`src/rtl/mux_rr_arbiter.sv`:
```
// Round-robin select sequencer for a 16:1 bit mux with registered output.
// Optional forced release after MAX_HOLD cycles: define ARB_HOLD_LIMIT_EN.
module mux_rr_arbiter #(
  parameter int N        = 16,
  parameter int SW       = 4,
  parameter int MAX_HOLD = 8
) (
  input  logic          clk,
  input  logic          rst,
  input  logic [N-1:0]  req,
  input  logic [N-1:0]  in,
  output logic [N-1:0]  grant,
  output logic [SW-1:0] sel,
  output logic          out,
  output logic          out_valid
);

  localparam logic [1:0] IDLE  = 2'd0;
  localparam logic [1:0] GRANT = 2'd1;
  localparam logic [1:0] REL   = 2'd2;

  if (N != (1 << SW)) begin : g_bad_n
    $error("N must equal 2**SW");
  end
  if (MAX_HOLD < 1 || MAX_HOLD > 255) begin : g_bad_hold
    $error("MAX_HOLD out of range 1..255");
  end

  logic [1:0]    state;
  logic [SW-1:0] last;
  logic [SW-1:0] pick;
  logic [SW-1:0] idx;
  logic          found;
  logic          rel_now;

  // First set request scanning upward from last+1, wrapping.
  always_comb begin
    pick  = '0;
    found = 1'b0;
    idx   = '0;
    for (int k = 1; k <= N; k++) begin
      idx = last + SW'(k);
      if (!found && req[idx]) begin
        pick  = idx;
        found = 1'b1;
      end
    end
  end

`ifdef ARB_HOLD_LIMIT_EN
  logic [7:0] hold_cnt;
  logic       others;

  // Count granted cycles, saturating; cleared while idle.
  always_ff @(posedge clk or posedge rst) begin
    if (rst) begin
      hold_cnt <= '0;
    end else if (state == IDLE) begin
      hold_cnt <= '0;
    end else if (state == GRANT && hold_cnt != 8'hff) begin
      hold_cnt <= hold_cnt + 8'd1;
    end
  end

  // Release on dropped request, or on hold limit when someone waits.
  always_comb begin
    others  = |(req & ~grant);
    rel_now = !req[sel];
    if (others && hold_cnt == 8'(MAX_HOLD - 1)) begin
      rel_now = 1'b1;
    end
  end
`else
  // Release only when the owner drops its request.
  always_comb begin
    rel_now = !req[sel];
  end
`endif

  // Arbitration FSM with registered grant, select and sample.
  always_ff @(posedge clk or posedge rst) begin
    if (rst) begin
      state     <= IDLE;
      last      <= SW'(N - 1);
      grant     <= '0;
      sel       <= '0;
      out       <= 1'b0;
      out_valid <= 1'b0;
    end else begin
      unique case (state)
        IDLE: begin
          out_valid <= 1'b0;
          if (found) begin
            grant <= {{(N-1){1'b0}}, 1'b1} << pick;
            sel   <= pick;
            last  <= pick;
            state <= GRANT;
          end
        end
        GRANT: begin
          out       <= in[sel];
          out_valid <= 1'b1;
          if (rel_now) begin
            grant <= '0;
            state <= REL;
          end
        end
        REL: begin
          out_valid <= 1'b0;
          state     <= IDLE;
        end
        default: begin
          grant     <= '0;
          out_valid <= 1'b0;
          state     <= IDLE;
        end
      endcase
    end
  end

endmodule

```
`config.mk`:
```
export PLATFORM = sky130hd
export DESIGN_NAME = mux_rr_arbiter
export DESIGN_NICKNAME = d
export VERILOG_FILES = /design/src/rtl/mux_rr_arbiter.sv
export SDC_FILE = /design/constraint.sdc
export NUM_CORES = 1
export LEC_CHECK = 0
export ABC_AREA = 1
export CORE_ASPECT_RATIO = 1.1
export CORE_MARGIN = 4
export CORE_UTILIZATION = 40
export DETAILED_ROUTE_END_ITERATION = 8
export HOLD_SLACK_MARGIN = 0.15
export SYNTH_ARGS = -nofsm -noshare
export SYNTH_HDL_FRONTEND = slang
export SYNTH_SLANG_ARGS = --single-unit
```
`constraint.sdc`:
```
create_clock -name clk -period 8.2 [get_ports clk]
set_input_delay 0.82 -clock clk [delete_from_list [all_inputs] [get_ports clk]]
set_output_delay 0.82 -clock clk [all_outputs]
set_load 0.05 [all_outputs]
```
==> impl_results.md, run 1 <==
- Setup crit start kind: flop
- Area leader, netlist: nand2_1
- Worst skew pair latency: 0.27 ns
- Dpl hpwl: approximately 8.5 mm
- Number of global-route vias before repair: about 3.7k
- Die Footprint: ~10000 um^2
- Reg clk slew, reported paths: around 0.09 ns
- Most used flip-flop cell after synthesis: dfrtp_1
- CTS root buffer: clkbuf_8
- N_diodes: 0
- Crit-path cells: inv_1 -> ha_1 -> inv_1 -> nand3_1 -> nand3_1 -> nand2_1 -> nand2_1 -> nand2_1 -> inv_1 -> nand4_2 -> nor2_4 -> nand4_1 -> nor2_2 -> nand4_1 -> nor2_2 -> nand2_1 -> nor2_2 -> inv_1 -> nand3_2 -> nand2_1 -> nor2_1 -> nand2_1 -> nand2_1
- Number of post-CTS setup repair buffers: 0
- Pin count of the biggest net entering global routing: 29
- Die height: between 100 and 150 um
- Nets: approximately 640
- Post-Syn Instances: roughly 560
- Yosys top cell area share: 0.198
- Total track usage: 0.221
- Initial Util: 0.420
- Row cnt: 34
- Required time of the critical path: 8.41 ns
- Area contributors post-synth: nand2_1 (20%), dfrtp_1 (18%), nand3_1 (16%), nor2_1 (6.1%), inv_1 (5.1%)
- CP Capture Type: flop
- Worst-Margin Slew: between 1 and 1.5 ns
- Vias per inst: ~5.4
- Post-CTS resize count: 0
- Final min period: 4.70 ns
- Yosys synthesis warning count: 0
- Max_cap viols: 0
- IO buf count: 55
- Initial antenna violation count: 0
- Sequential element share of the synthesized area: 0.208
- Post-DRT Antenna Nets: 0
- Fmax: 213 MHz
- Slowest-stage cell, CP: dfstp_2
- Unrepaired setup endpoints after global routing: false
- Routed wire length: about 11 mm
- Critical path's top delay family: simple AND/OR/NAND/NOR gates
- Fin Setup TNS: 0 ns
- Slew headroom: 0.297
- Detailed Route Iter0 Violations: a little under 400
- Drt pass-1 iters: 6
- Syn nets: 601
- Clock sink count: 28
- Max-slew violations: 0
- Period Utilization, post-route: 0.573
- #FFs+latches synth: 28
- CP max FO: 18
- Crit path DAT: around 4.9 ns
- Vias after detailed routing: approximately 3.8k
- Post-synth EDFFs: 0
- CTS H-tree depth: 1
- Setup-failing EPs final: 0
- Hold Vio Cnt, Final: 0
- Outcome: finished clean
- WS Path Type: flop to flop
- FFs w/ async S/R, synth: 1.00
- Synth-to-layout area growth: 18.3%
- Hold Buf Count CTS: 0
- Die Wd: approximately 96 um
- TritonCTS clock tree: built
- DRC Markers: 0
- TritonCTS buffer count: 3
- Avg WL per Cell: approximately 15 um
- Syn avg cell area: 6.07 um^2
- Grt ovf: 0
- Clock Tree Buf Depth: 2
- Slowest cell delay on critical path: about 0.74 ns
- Clk_skew: 0.00718 ns
- Num ports: 56
- Most common cell on crit path: nand2_1
- Synth cell types: 45
- Buf+Inv Stages, Crit Path: 4
- Share of cells above drive strength 1: 0.0902
- Synthesized area: about 3400 um^2
- Hold Path Class: flop to flop
- First-pass GRT wire length: ~18 mm
- Core Region: 8080 um^2
- Final GP Congestion: about 0.95
[per-layer routing]
metal | global-route usage | vias up | routed length [um]
met5 | 0 | - | 0
met4 | 0.0650 | 0 | 352
met3 | 0.0173 | 25 | 639
met2 | 0.369 | 159 | 5080
met1 | 0.301 | 1748 | 4700
li1 | - | 1910 | -
[cell type report]
cell class	count	area, um^2
clock buffers	4	55.1
well taps	108	135
inverters	56	223
fillers	855	4070
multi-input cells	456	2340
repair buffers	55	551
flip-flops and latches	28	706
[through the flow]
stage / setup slack (ns) / hold WS (ns) / util / cell area [um^2] / cells
after CTS: 3.55 / 0.491 / 0.497 / 4010 / 707
after detailed placement: 3.56 / 0.465 / 0.490 / 3960 / 703
after global placement: 3.65 / 0.464 / 0.490 / 3960 / 703
final: 3.50 / 0.489 / 0.497 / 4010 / 707
after global routing: 2.98 / 0.508 / 0.497 / 4010 / 707
after floorplan: 4.68 / 0.450 / - / 3390 / 559
[tightest hold or removal path: cells and delay by family, from the launching register on]
kind / cells / cell delay, ns
and+or+nand+nor: 2 / 0.11
DFF: 1 / 0.35
[path summary, 6_finish.rpt]
check                           from        end  slack (ns)  cells past startpoint
min in group asynchronous        rst   grant[8]        1.11                      2
max in group asynchronous        rst   state[0]        6.46                      2
min                        grant[14]  grant[14]        0.49                      2
min reg2reg                grant[14]  grant[14]        0.49                      2
max reg2reg                  last[1]  grant[14]        3.50                     23
max                          last[1]  grant[14]        3.50                     23
[layout by cell type (no fill, tap or decap), types with 2 or more instances in the layout]
| cell type | synthesis | layout |
|---|---|---|
| ha_1 | 8 | 8 |
| nand2_2 | 10 | 10 |
| nor2_2 | 6 | 6 |
| dfrtp_1 | 24 | 24 |
| nand2_4 | 2 | 2 |
| nor3_1 | 4 | 4 |
| nand2_1 | 179 | 179 |
| xor2_1 | 2 | 2 |
| clkdlybuf4s50_1 | 0 | 55 |
| inv_1 | 46 | 46 |
| xor2_2 | 3 | 3 |
| o211ai_1 | 4 | 4 |
| nand3_1 | 107 | 107 |
| o21ai_0 | 17 | 17 |
| a21oi_2 | 2 | 2 |
| clkbuf_8 | 0 | 4 |
| nor2_4 | 6 | 6 |
| a32oi_1 | 2 | 2 |
| inv_2 | 5 | 5 |
| o21a_1 | 4 | 4 |
| nand4_2 | 4 | 4 |
| nor2_1 | 55 | 55 |
| dfstp_2 | 4 | 4 |
| xnor2_1 | 2 | 2 |
| o21ai_1 | 3 | 3 |
| a21oi_1 | 12 | 12 |
| mux2i_1 | 4 | 4 |
| clkinv_1 | 2 | 2 |
| inv_6 | 2 | 2 |
| o221ai_1 | 4 | 4 |
| nand4_1 | 7 | 7 |
[cell families after synthesis]
family / after synthesis / synth area share
and+or+nand+nor: 385 / 0.529
buffers and inverters: 75 / 0.101
AOI/OAI and AO/OA: 52 / 0.0966
DFF: 28 / 0.208
adders and majority gates: 8 / 0.0295
xor gates and xnor gates: 7 / 0.0247
muxes: 4 / 0.0118
[registers in the layout, indices dropped and copies added (netlist names)]
name       count
state          2
grant         16
out_valid      1
sel            4
out            1
last           4
[synth_stat cells, types with 4 or more instances]
| master | instances |
|---|---|
| nand2_1 | 179 |
| nand3_1 | 107 |
| nor2_1 | 55 |
| inv_1 | 46 |
| dfrtp_1 | 24 |
| o21ai_0 | 17 |
| a21oi_1 | 12 |
| nand2_2 | 10 |
| ha_1 | 8 |
| nand4_1 | 7 |
| clkbuf_1 | 6 |
| nor2_2 | 6 |
| nor2_4 | 6 |
| buf_2 | 5 |
| inv_2 | 5 |
| buf_6 | 4 |
| dfstp_2 | 4 |
| mux2i_1 | 4 |
| nand4_2 | 4 |
| nor3_1 | 4 |
| o211ai_1 | 4 |
| o21a_1 | 4 |
| o221ai_1 | 4 |
Power of run 1 is left out: the tool's default activity adds up to more than one toggle a clock period on the data nets, which glitch-free logic cannot reach.
==> run 2: changes to the inputs <==
--- a/config.mk
+++ b/config.mk
@@ -11,6 +11,7 @@
 export CORE_UTILIZATION = 40
 export DETAILED_ROUTE_END_ITERATION = 8
 export HOLD_SLACK_MARGIN = 0.15
+export PLACE_DENSITY = 0.65
 export SYNTH_ARGS = -nofsm -noshare
 export SYNTH_HDL_FRONTEND = slang
 export SYNTH_SLANG_ARGS = --single-unit
==> constraint.sdc (replaced) <==
create_clock -name clk -period 4.2 [get_ports clk]
set_input_delay 0.42 -clock clk [delete_from_list [all_inputs] [get_ports clk]]
set_output_delay 0.42 -clock clk [all_outputs]
set_load 0.05 [all_outputs]
==> run 2 against run 1 <==
Against the previous run:
- global-route usage decreased by 0.98 points
- wire length decreased by 4.1%
- flip-flop and latch count unchanged
- cell count increased by 0.99%
- clock skew increased by 0.00081 ns
- worst setup slack got worse by 3.1 ns
- fmax increased by 23%
- final area increased by 1.6%
- critical path depth decreased by 3
- count of clock-buffer cells in the layout unchanged
- first-iteration DRC count decreased by 26%
- non-clock buffer count increased by 7
==> impl_results.md, run 2 (synthesized netlist as in run 1, its figures left out) <==
- Outcome: finished clean
- CP max FO: 13 (-5)
- Synth-to-layout area growth: 20.2%
- Fin Setup TNS: 0 ns (unchanged)
- Biggest regs: grant: 16 flops, last: 4 flops, sel: 4 flops
- Fmax: 261 MHz (+23%)
- TritonCTS buffer count: 3 (unchanged)
- IO buf count: 55 (unchanged)
- Commonest non-fill, non-tap cell in the layout: nand2_1
- Required time of the critical path: 4.42 ns (-3.99 ns)
- Clock Tree Buf Depth: 2 (unchanged)
- Hold Path Class: flop to flop
- FF/Latch Area: 709 um^2 (+0.53%)
- Post-DRT Antenna Nets: 0 (unchanged)
- Max-slew violations: 0 (unchanged)
- CP Capture Type: flop
- Row cnt: 34 (unchanged)
- Final GP Congestion: 0.946 (-0.24%)
- Multi-input gate area: 2360 um^2 (+0.53%)
- Nets: 649 (+1.1%)
- Vias per inst: 5.39 (-0.83%)
- R2R Setup Slk: 0.37 ns (-3.13 ns)
- Total track usage: 0.211 (-0.00983)
- Hold Vio Cnt, Final: 0 (unchanged)
- Final min period: 3.83 ns (-0.871 ns)
- TritonCTS clock tree: built
- Most frequent cells in the layout: nand2_1 (179), nand3_1 (107), nor2_1 (55), clkdlybuf4s50_1 (55), inv_1 (45)
- Detailed Route Iter0 Violations: 289 (-26%)
- Period Utilization, post-route: 0.911 (+0.338)
- Num ports: 56 (unchanged)
- N_diodes: 0 (unchanged)
- Initial Util: 0.420 (unchanged)
- Avg WL per Cell: 14.5 um (-5.0%)
- CTS H-tree depth: 1 (unchanged)
- Number of global-route vias before repair: 3698 (-0.70%)
- WS Path Type: flop to flop
- Unrepaired setup endpoints after global routing: false
- Clock sink count: 28 (unchanged)
- Share of cells above drive strength 1: 0.102 (+0.0122)
- Largest Register: grant
- CTS root buffer: clkbuf_8
- Reg clk slew, reported paths: 0.09 ns (about the same)
- Setup crit start kind: flop
- Die height: 105 um (unchanged)
- Crit path DAT: 4.05 ns (-0.86 ns)
- Setup-failing EPs final: 0 (unchanged)
- Max_cap viols: 0 (unchanged)
- Routed wire length: 10.3 mm (-4.1%)
- Dpl hpwl: 8.16 mm (-4.5%)
- Worst skew pair latency: 0.27 ns (about the same)
- Slew headroom: 0.325 (+0.0276)
- Die Footprint: 10000 um^2 (unchanged)
- Clk_skew: 0.00800 ns (+0.000811 ns)
- Core Region: 8080 um^2 (unchanged)
- DRC Markers: 0 (unchanged)
- Pin count of the biggest net entering global routing: 29 (unchanged)
- Fillers: 851 (-0.47%)
- Flip-flop count of the largest register after layout: 16 (unchanged)
- Die Wd: 95.8 um (unchanged)
- Placed insts: 710 (+1.0%)
- Finished Layout Cells: 714 (+0.99%)
- Grt ovf: 0 (unchanged)
- Worst-Margin Slew: 1.01 ns (-0.0414 ns)
- Initial antenna violation count: 0 (unchanged)
- Drt pass-1 iters: 5 (-1)
- Vias after detailed routing: 3848 (+0.16%)
- First-pass GRT wire length: 17.3 mm (-3.6%)
run 2: cell type report:
type | instances | area share
clock buffers | 4 | 0.0110
inverters | 56 | 0.0556
multi-input cells | 456 | 0.578
flip-flops and latches | 28 | 0.174
well taps | 108 | 0.0331
repair buffers | 62 | 0.148
run 2: repair_timing:
| item | 4_1_cts | 5_1_grt |
|---|---|---|
| hold buffers | 0 | 0 |
| setup endpoints to repair | 0 | 22 |
| setup buffers | 0 | 0 |
| gates resized for setup | 0 | 4 |
run 2: path summary, 6_finish.rpt:
kind / from / to / depth (start not counted)
max reg2reg: last[2] / grant[6] / 20
max in group asynchronous: rst / state[0] / 2
min: grant[12] / grant[12] / 2
min reg2reg: grant[12] / grant[12] / 2
max: last[2] / grant[6] / 20
min in group asynchronous: rst / grant[11] / 2
run 2: metrics by stage:
stage	hold slack, ns	utilization	instance area (um^2)	setup WS (ns)
floorplan	0.450	-	3390	0.680
CTS	0.490	0.502	4060	0.112
global placement	0.466	0.496	4010	0.122
finish	0.490	0.504	4080	0.373
detailed placement	0.464	0.496	4010	0.127
global route	0.506	0.504	4080	0.0402
run 2: critical path, cell delays in order (launching register included):
cell and delay, ns:
dfstp_4 0.72, inv_2 0.17, ha_4 0.38, inv_1 0.15
nand3_1 0.13, nand3_1 0.09, nand2_2 0.15, nand3_1 0.08
nor2_1 0.34, nand3_1 0.14, a21oi_1 0.19, nand2_1 0.08
nand2_1 0.06, nand3_1 0.07, o21ai_0 0.17, nand4_1 0.11
nor2_1 0.24, nor2_1 0.11, nor2_4 0.23, nand2_1 0.10
nand2_1 0.06
run 2: metal layers:
metal / global-route usage / part of all wire
met4: 0.0630 / 0.023
met3: 0.0173 / 0.062
met5: 0 / 0
met2: 0.344 / 0.47
met1: 0.295 / 0.45
Power of run 2 is left out for the same reason.
